<file path="src/rtl/oled_spi_arb.sv">
// Shares one OLED SPI byte writer between the init sequencer (port 0) and the frame
// refresh reader (port 1). Optional macro OLED_ARB_RR_EN selects round-robin arbitration.
module oled_spi_arb #(
  parameter logic [15:0] TIMEOUT = 16'd4000
) (
  input  logic       clk,
  input  logic       rst,
  input  logic       req0_en,
  input  logic       req0_dc,
  input  logic [7:0] req0_data,
  output logic       req0_done,
  input  logic       req1_en,
  input  logic       req1_dc,
  input  logic [7:0] req1_data,
  output logic       req1_done,
  output logic       spi_ena,
  output logic       spi_dc,
  output logic [7:0] spi_data,
  input  logic       spi_done,
  output logic       owner,
  output logic       busy,
  output logic       timeout_err,
  output logic [1:0] state_dbg
);

  typedef enum logic [1:0] {
    ST_IDLE  = 2'd0,
    ST_ISSUE = 2'd1,
    ST_WAIT  = 2'd2
  } state_t;

  state_t      state, state_nxt;
  logic [1:0]  req_en;
  logic [1:0]  req_dc;
  logic [7:0]  req_data [2];
  logic [1:0]  pend;
  logic [1:0]  pend_dc;
  logic [7:0]  pend_data [2];
  logic [1:0]  pend_clr;
  logic [1:0]  pend_set;
  logic [15:0] wd_cnt;
  logic        wd_hit;
  logic        release_xfer;
  logic        grant_vld;
  logic        grant_port;

  assign req_en      = {req1_en, req0_en};
  assign req_dc      = {req1_dc, req0_dc};
  assign req_data[0] = req0_data;
  assign req_data[1] = req1_data;

  // Handshake: a requester pulses reqX_en for one cycle and must hold off until
  // reqX_done; the writer gets a one-cycle spi_ena and answers with spi_done.
  assign wd_hit       = (TIMEOUT != 16'd0) && (wd_cnt == TIMEOUT);
  assign release_xfer = (state == ST_WAIT) && (spi_done || wd_hit);
  assign grant_vld    = (state == ST_IDLE) && (pend != 2'b00);

`ifdef OLED_ARB_RR_EN
  logic last;

  // On a tie the port that was not granted last time wins.
  assign grant_port = (pend == 2'b11) ? ~last : ~pend[0];

  always_ff @(posedge clk or posedge rst) begin
    if (rst)            last <= 1'b1;
    else if (grant_vld) last <= grant_port;
  end
`else
  assign grant_port = ~pend[0];
`endif

  // A new request landing in the same cycle as its own release is kept (set wins).
  always_comb begin
    for (int i = 0; i < 2; i++) begin
      pend_clr[i] = release_xfer && (owner == 1'(i));
      pend_set[i] = req_en[i] && (!pend[i] || pend_clr[i]);
    end
  end

  always_ff @(posedge clk or posedge rst) begin
    if (rst) begin
      for (int i = 0; i < 2; i++) begin
        pend[i]      <= 1'b0;
        pend_dc[i]   <= 1'b0;
        pend_data[i] <= 8'h00;
      end
    end else begin
      for (int i = 0; i < 2; i++) begin
        if (pend_set[i]) begin
          pend[i]      <= 1'b1;
          pend_dc[i]   <= req_dc[i];
          pend_data[i] <= req_data[i];
        end else if (pend_clr[i]) begin
          pend[i] <= 1'b0;
        end
      end
    end
  end

  // State register
  always_ff @(posedge clk or posedge rst) begin
    if (rst) state <= ST_IDLE;
    else     state <= state_nxt;
  end

  // Next-state logic
  always_comb begin
    state_nxt = state;
    case (state)
      ST_IDLE:  if (grant_vld) state_nxt = ST_ISSUE;
      ST_ISSUE: state_nxt = ST_WAIT;
      ST_WAIT:  if (release_xfer) state_nxt = ST_IDLE;
      default:  state_nxt = ST_IDLE;
    endcase
  end

  // Output logic
  always_comb begin
    spi_ena   = (state == ST_ISSUE);
    busy      = (state != ST_IDLE);
    state_dbg = state;
  end

  // Grant datapath: write fields stay stable from ISSUE until the next grant.
  always_ff @(posedge clk or posedge rst) begin
    if (rst) begin
      owner    <= 1'b0;
      spi_dc   <= 1'b1;
      spi_data <= 8'h00;
    end else if (grant_vld) begin
      owner    <= grant_port;
      spi_dc   <= pend_dc[grant_port];
      spi_data <= pend_data[grant_port];
    end
  end

  always_ff @(posedge clk or posedge rst) begin
    if (rst) begin
      req0_done <= 1'b0;
      req1_done <= 1'b0;
    end else begin
      req0_done <= pend_clr[0];
      req1_done <= pend_clr[1];
    end
  end

  // Watchdog counts WAIT cycles from zero and saturates.
  always_ff @(posedge clk or posedge rst) begin
    if (rst) begin
      wd_cnt <= 16'd0;
    end else if (state == ST_ISSUE) begin
      wd_cnt <= 16'd0;
    end else if ((state == ST_WAIT) && (wd_cnt != 16'hFFFF)) begin
      wd_cnt <= wd_cnt + 16'd1;
    end
  end

  always_ff @(posedge clk or posedge rst) begin
    if (rst)                                    timeout_err <= 1'b0;
    else if (release_xfer && !spi_done && wd_hit) timeout_err <= 1'b1;
  end

endmodule
</file>
<file path="config.mk">
export PLATFORM = sky130hd
export DESIGN_NAME = oled_spi_arb
export DESIGN_NICKNAME = d
export VERILOG_FILES = /design/src/rtl/oled_spi_arb.sv
export SDC_FILE = /design/constraint.sdc
export NUM_CORES = 1
export LEC_CHECK = 0
export BUFFER_PORTS_ARGS = -buffer_cell sky130_fd_sc_hd__buf_2
export CAP_MARGIN = 20
export CORE_MARGIN = 4
export CORE_UTILIZATION = 55
export CTS_CLUSTER_SIZE = 8
export DETAILED_ROUTE_END_ITERATION = 7
export PLACE_DENSITY = 0.75
export SETUP_SLACK_MARGIN = 0.2
export SLEW_MARGIN = 5
export SYNTH_ARGS = -nofsm -noshare
export SYNTH_HDL_FRONTEND = slang
export SYNTH_SLANG_ARGS = --single-unit
</file>
<file path="constraint.sdc">
create_clock -name clk -period 2.2 [get_ports clk]
set_clock_uncertainty 0.1 [all_clocks]
set_input_delay 0.44 -clock clk [delete_from_list [all_inputs] [get_ports clk]]
set_output_delay 0.44 -clock clk [all_outputs]
set_load 0.005 [all_outputs]
</file>
# Yosys cells after proc, flatten, opt, wreduce, memory -nomap -nowiden
# Index checks and enable logic that the tools add are counted.
dict set report totals {
  reg_bits 51
  in_bits 23
  out_inout_bits 17
  word_cells 62
}
dict set report classes {
  add_sub_neg 1
  n_lt_le_gt_ge 2
  eq_ne 6
  n_mux 14
  n_bitwise 3
  reduce_logical 22
}
# cell count
set ops {}
lappend ops {{two-way mux 16 bit} 2}
lappend ops {{two-way mux 8 bit} 3}
lappend ops {{adder 16 x 1 -> 16 bit, second input constant} 1}
lappend ops {{== test 16 x 12 -> 1 bit, second input constant} 1}
lappend ops {{inequality test 16 bit, second input constant} 1}
lappend ops {{nonzero test 2 bit} 5}
lappend ops {{logical AND 1 bit} 9}
lappend ops {{two-way mux 1 bit} 6}
lappend ops {{one-hot mux 2 bit (3 select lines)} 1}
lappend ops {{two-way mux 2 bit} 2}
lappend ops {{inequality test 2 bit, second input constant} 2}
lappend ops {{logical NOT 1 bit} 3}
lappend ops {{logical OR 1 bit} 3}
lappend ops {{== test 2 x 1 -> 1 bit, second input constant} 1}
lappend ops {{== test 2 bit, second input constant} 1}
lappend ops {{greater-or-equal comparator 2 bit, second input constant} 1}
lappend ops {{logical NOT 2 bit} 1}
lappend ops {{< comparator 1 x 2 -> 1 bit, second input constant} 1}
lappend ops {{NOT 1 bit} 2}
lappend ops {{NOT 1 -> 2 bit} 1}
lappend ops {{AND reduction 2 bit} 1}

# Logic depth before layout (Yosys ltp)
dict set report depth {
  word_depth 7
  mapped_depth 7
  ltp_nobuf 6
}

# Worst setup path before layout
# No wires, ideal clock.
dict set report synth_path {
  path_type {register to register}
  startpoint {register wd_cnt[0]}
  endpoint {register wd_cnt[9]}
  arrival_time_ps 1708
  required_ps 2021
  path_slack_ps 313
  stages_incl_launch_ff 7
  n_path_buf 1
  cell_sequence {dfrtp_1 ha_1 and4_1 and4bb_4 buf_6 nor4_1 mux2i_1}
}
dict set report synth_via {
  elab_chain_len 3
  elab_cells_between_ends 6
}
# element line
set synth_rtl {}
lappend synth_rtl {{from (decl)} 41} ;# logic [15:0] wd_cnt;
lappend synth_rtl {{from (signal assigned)} 154} ;# wd_cnt <= wd_cnt + 16'd1;
lappend synth_rtl {{adder 16 x 1 -> 16 bit or inequality test 16 bit (tied branches)} {154, 153}}
lappend synth_rtl {{two-way mux 16 bit or logical AND 1 bit (tied branches)} 153} ;# end else if ((state == ST_WAIT) && (wd_cnt != 16'hFFFF)) begin
lappend synth_rtl {{two-way mux 16 bit or nonzero test 2 bit (tied branches)} -}
# Parallel ways exist; a longest one is shown, timed or not. The select of a mux whose other input is x is not followed.
# A chain may end at the register's enable or synchronous reset.

# Final worst setup path
dict set report layout_path {
  startpoint {register wd_cnt[1]}
  endpoint {register pend_data[8] (netlist bit)}
}
dict set report layout_via {
  elab_chain_len 6
}
# element line
set layout_rtl {}
lappend layout_rtl {{== test 16 x 12 -> 1 bit} 54} ;# assign wd_hit = (TIMEOUT != 16'd0) && (wd_cnt == TIMEOUT);
lappend layout_rtl {{logical OR 1 bit} 55} ;# assign release_xfer = (state == ST_WAIT) && (spi_done || wd_hit);
lappend layout_rtl {{logical AND 1 bit} 55}
lappend layout_rtl {{logical AND 1 bit} 75} ;# pend_clr[i] = release_xfer && (owner == 1'(i));
lappend layout_rtl {{logical OR 1 bit} 76} ;# pend_set[i] = req_en[i] && (!pend[i] || pend_clr[i]);
lappend layout_rtl {{logical AND 1 bit} 76}
lappend layout_rtl {{to (signal, indexed assignment)} 92} ;# pend_data[i] <= req_data[i];
lappend layout_rtl {{to (decl)} 38} ;# logic [7:0] pend_data [2];
# No other way between the ends.

==> impl_results.md <==
- CTS Buf Count: 5
- Max stage delay on crit path: 430 ps
- Post-Place Cells: 295
- Ys Warns: 0
- Final Total Pwr: 3134 uW
- Via count: 1793
- Max-capacitance violation count: 0
- Largest net degree at the start of global routing: 30
- Post-route clock period utilization: 0.8716
- Setup Viol. Count Final: 0
- CP bufs+invs: 2
- WL final: 4865 um
- CP required: 2280 ps
- Sequential power share: 0.471
- Clk pwr share: 0.173
- Cts hold-fix bufs: 0
- GRT Residual Overflow: 0
- Fill count: 296
- Switching pwr: 1044 uW
- Mapped Nets: 231
- Commonest non-fill, non-tap cells in the layout: dfrtp_1 (50), buf_2 (39), mux2i_1 (19)
- Initial antenna violation count: 0
- Vias in the first global route: 1690
- Relative slew slack: 0.6180
- Htree depth: 2
- Top post-synthesis cells by area: dfrtp_1 (52%), mux2_2 (8.5%), mux2i_1 (7.9%)
- Status: completed
- Power per cell area: 1093 nW/um^2
- RSZ-0062 raised after global routing: false
- Crit Path Category: flop to flop
- Hold Fails Final Rpt: 0
- CP delay by family, top: simple AND/OR/NAND/NOR gates
- Skew-Pair Late Insertion Delay: 300 ps
- Gate power share: 0.356
- #FFs+latches synth: 51
- Async SR Flop Fraction: 1.000
- Fmax: 0.5215 GHz
- Finished Layout Cells: 310
- Seq/Total Area, Yosys: 0.5329
- Slew @ Worst Pin: 572.1 ps
- Arrival @ worst endpoint: 2000 ps
- Core Footprint: 4115 um^2
- Largest area contributor in the netlist: dfrtp_1
- TNS Setup: 0 ps
- Initial cell density of the core: 0.5825
- Synth Flop Type: dfrtp_1
- Chip Width: 74.02 um
- Library cells used by synthesis: 45
- First-pass GRT wire length: 8121 um
- Most common cell after layout, fill and taps aside: dfrtp_1
- First DRT Iteration DRCs: 104
- Net Sw Frac: 0.3332
- Wire per inst: 15.69 um
- RD Place Congestion: 0.8363
- Crit start category: flop
- Yosys top cell area share: 0.5219
- Final #Nets: 284
- Antenna cells: 0
- Number of port buffers: 39
- CP endpoint kind: flop
- Crit-path cells: inv_1, ha_1, nor4b_2, and3_4, a22o_4, buf_6, mux2_2
- Pleak: 0.001346 uW
- Clk root buf: clkbuf_8
- Slew Limit Fails: 0
- Power Internal: 2090 uW
- Synthesis-to-finish area growth: 19.57%
- Hold Crit Class: input port to async pin
- FP Rows: 23
- Reg clk slew, reported paths: 90 ps
- Minimum clock period: 1918 ps
- Multi-input gate area: 1079 um^2
- Critical path peak fanout: 5
- Syn Inst Count: 206
- Post-synth EDFFs: 0
- ANT nets after route: 0
- Critical path's slowest cell: dfrtp_1
- DP Wirelength: 3381 um
- Worst vdd ir: 769.7 uV
- Ratio of cells with drive above 1 in the final layout: 0.3692
- Die area: 5479 um^2
- CTS Sinks: 51
- IO Pins: 40
- CTS tree: yes
- DRT Pass-1 Iters: 4
- CTS Buffer Depth: 2
- Number of remaining DRC errors: 0
- Storage cell area: 1277 um^2
- Drt via density: 5.784
- Avg Inst Size Synth: 11.64 um^2
- Die Y-Extent: 74.02 um
- GRT Total Usage: 0.1919
- Synth Cell Area: 2397 um^2
[logic make-up after synthesis]
logic type	synth area share
AOI/OAI and AO/OA	0.1023
muxes	0.1639
DFF	0.5329
and+or+nand+nor	0.1550
buffers and inverters	0.03549
adders and majority gates	0.01044
[metal layers]
| metal | vias to the layer above | routed length (um) | GRT usage |
|---|---|---|---|
| li1 | 864 | - | - |
| met1 | 875 | 2080 | 0.2581 |
| met2 | 50 | 2493 | 0.3140 |
| met3 | 4 | 254 | 0.04730 |
| met4 | 0 | 37 | 0.04829 |
| met5 | - | 0 | 0 |
[worst paths after layout]
path / from / end / slack [ps] / depth (start not counted)
worst max register to register: wd_cnt[1]$_DFFE_PP0P_ / pend_data[8]$_DFFE_PP0P_ / 280 / 7
worst min register to register: timeout_err$_DFFE_PP0P_ / timeout_err$_DFFE_PP0P_ / 390 / 1
worst max-delay path: wd_cnt[1]$_DFFE_PP0P_ / pend_data[8]$_DFFE_PP0P_ / 280 / 7
worst min-delay path: rst / spi_data[6]$_DFFE_PP0P_ / 90 / 2
min in group clk: req1_data[7] / pend_data[7]$_DFFE_PP0P_ / 270 / 2
max in group asynchronous: rst / pend[1]$_DFFE_PP0P_ / 1280 / 3
[repair_timing]
item	CTS	global route
endpoints found under the setup margin	18	22
cloned	0	1
resized for setup	2	9
buffers inserted	5	1
pin swaps	2	0
[through the flow]
stage | hold slack (ps) | cell area, um^2 | util | setup slack (ps)
detailed placement | 388.5 | 2671 | 0.6491 | 133.5
floorplan | 366.3 | 2397 | - | 312.9
global placement | 389.7 | 2671 | 0.6491 | 220.8
global route | 123.8 | 2867 | 0.6966 | 199.7
finish | 87.06 | 2867 | 0.6966 | 282.5
CTS | 100.3 | 2810 | 0.6829 | 228.1
[state kept, by name, indices dropped and copies added, names as in the netlist]
name and cells:
spi_data 8, pend 2, req1_done 1, req0_done 1
state_dbg 2, wd_cnt 16, spi_dc 1, pend_dc 2
pend_data 16, timeout_err 1, owner 1
[cells in the mapped netlist, types with 2 or more instances]
master / count
nor4_1: 5
buf_4: 2
ha_1: 2
dfrtp_1: 50
o311ai_0: 2
nand4_1: 4
a41oi_1: 2
mux2i_1: 19
o41ai_1: 2
clkbuf_1: 3
buf_2: 2
o31ai_1: 3
o21ai_0: 2
a31o_2: 2
nand3_1: 3
inv_1: 9
or3_1: 2
a21oi_1: 12
o211ai_1: 2
nor2_1: 14
and3_1: 5
nand2_1: 16
nor3b_1: 2
nor3_1: 3
mux2_2: 18
[power groups by stage]
stage	Clock [uW]	Sequential [uW]	Combinational, uW
floorplan	0	1450	721
global placement	0	1480	1030
detailed placement	0	1490	1060
CTS	563	1470	1110
global route	598	1520	1250
finish	542	1480	1120
[layout make-up]
| cell class | instances | area share |
|---|---|---|
| Clock inverter | 1 | 0.001746 |
| Timing Repair Buffer | 55 | 0.1126 |
| Multi-Input combinational cell | 137 | 0.3763 |
| Sequential cell | 51 | 0.4457 |
| Tap cell | 50 | 0.02182 |
| Inverter | 9 | 0.01179 |
| Clock buffer | 7 | 0.03012 |
[worst register-to-register path: cells and delay by family, from the launching register on]
family                     cells  cell delay (ps)
buffers and inverters          2              200
muxes                          1              330
and+or+nand+nor                2              470
DFF                            1              430
adders and majority gates      1              130
AOI/OAI and AO/OA              1              140
No activity file was read; power rests on OpenSTA's default activity.
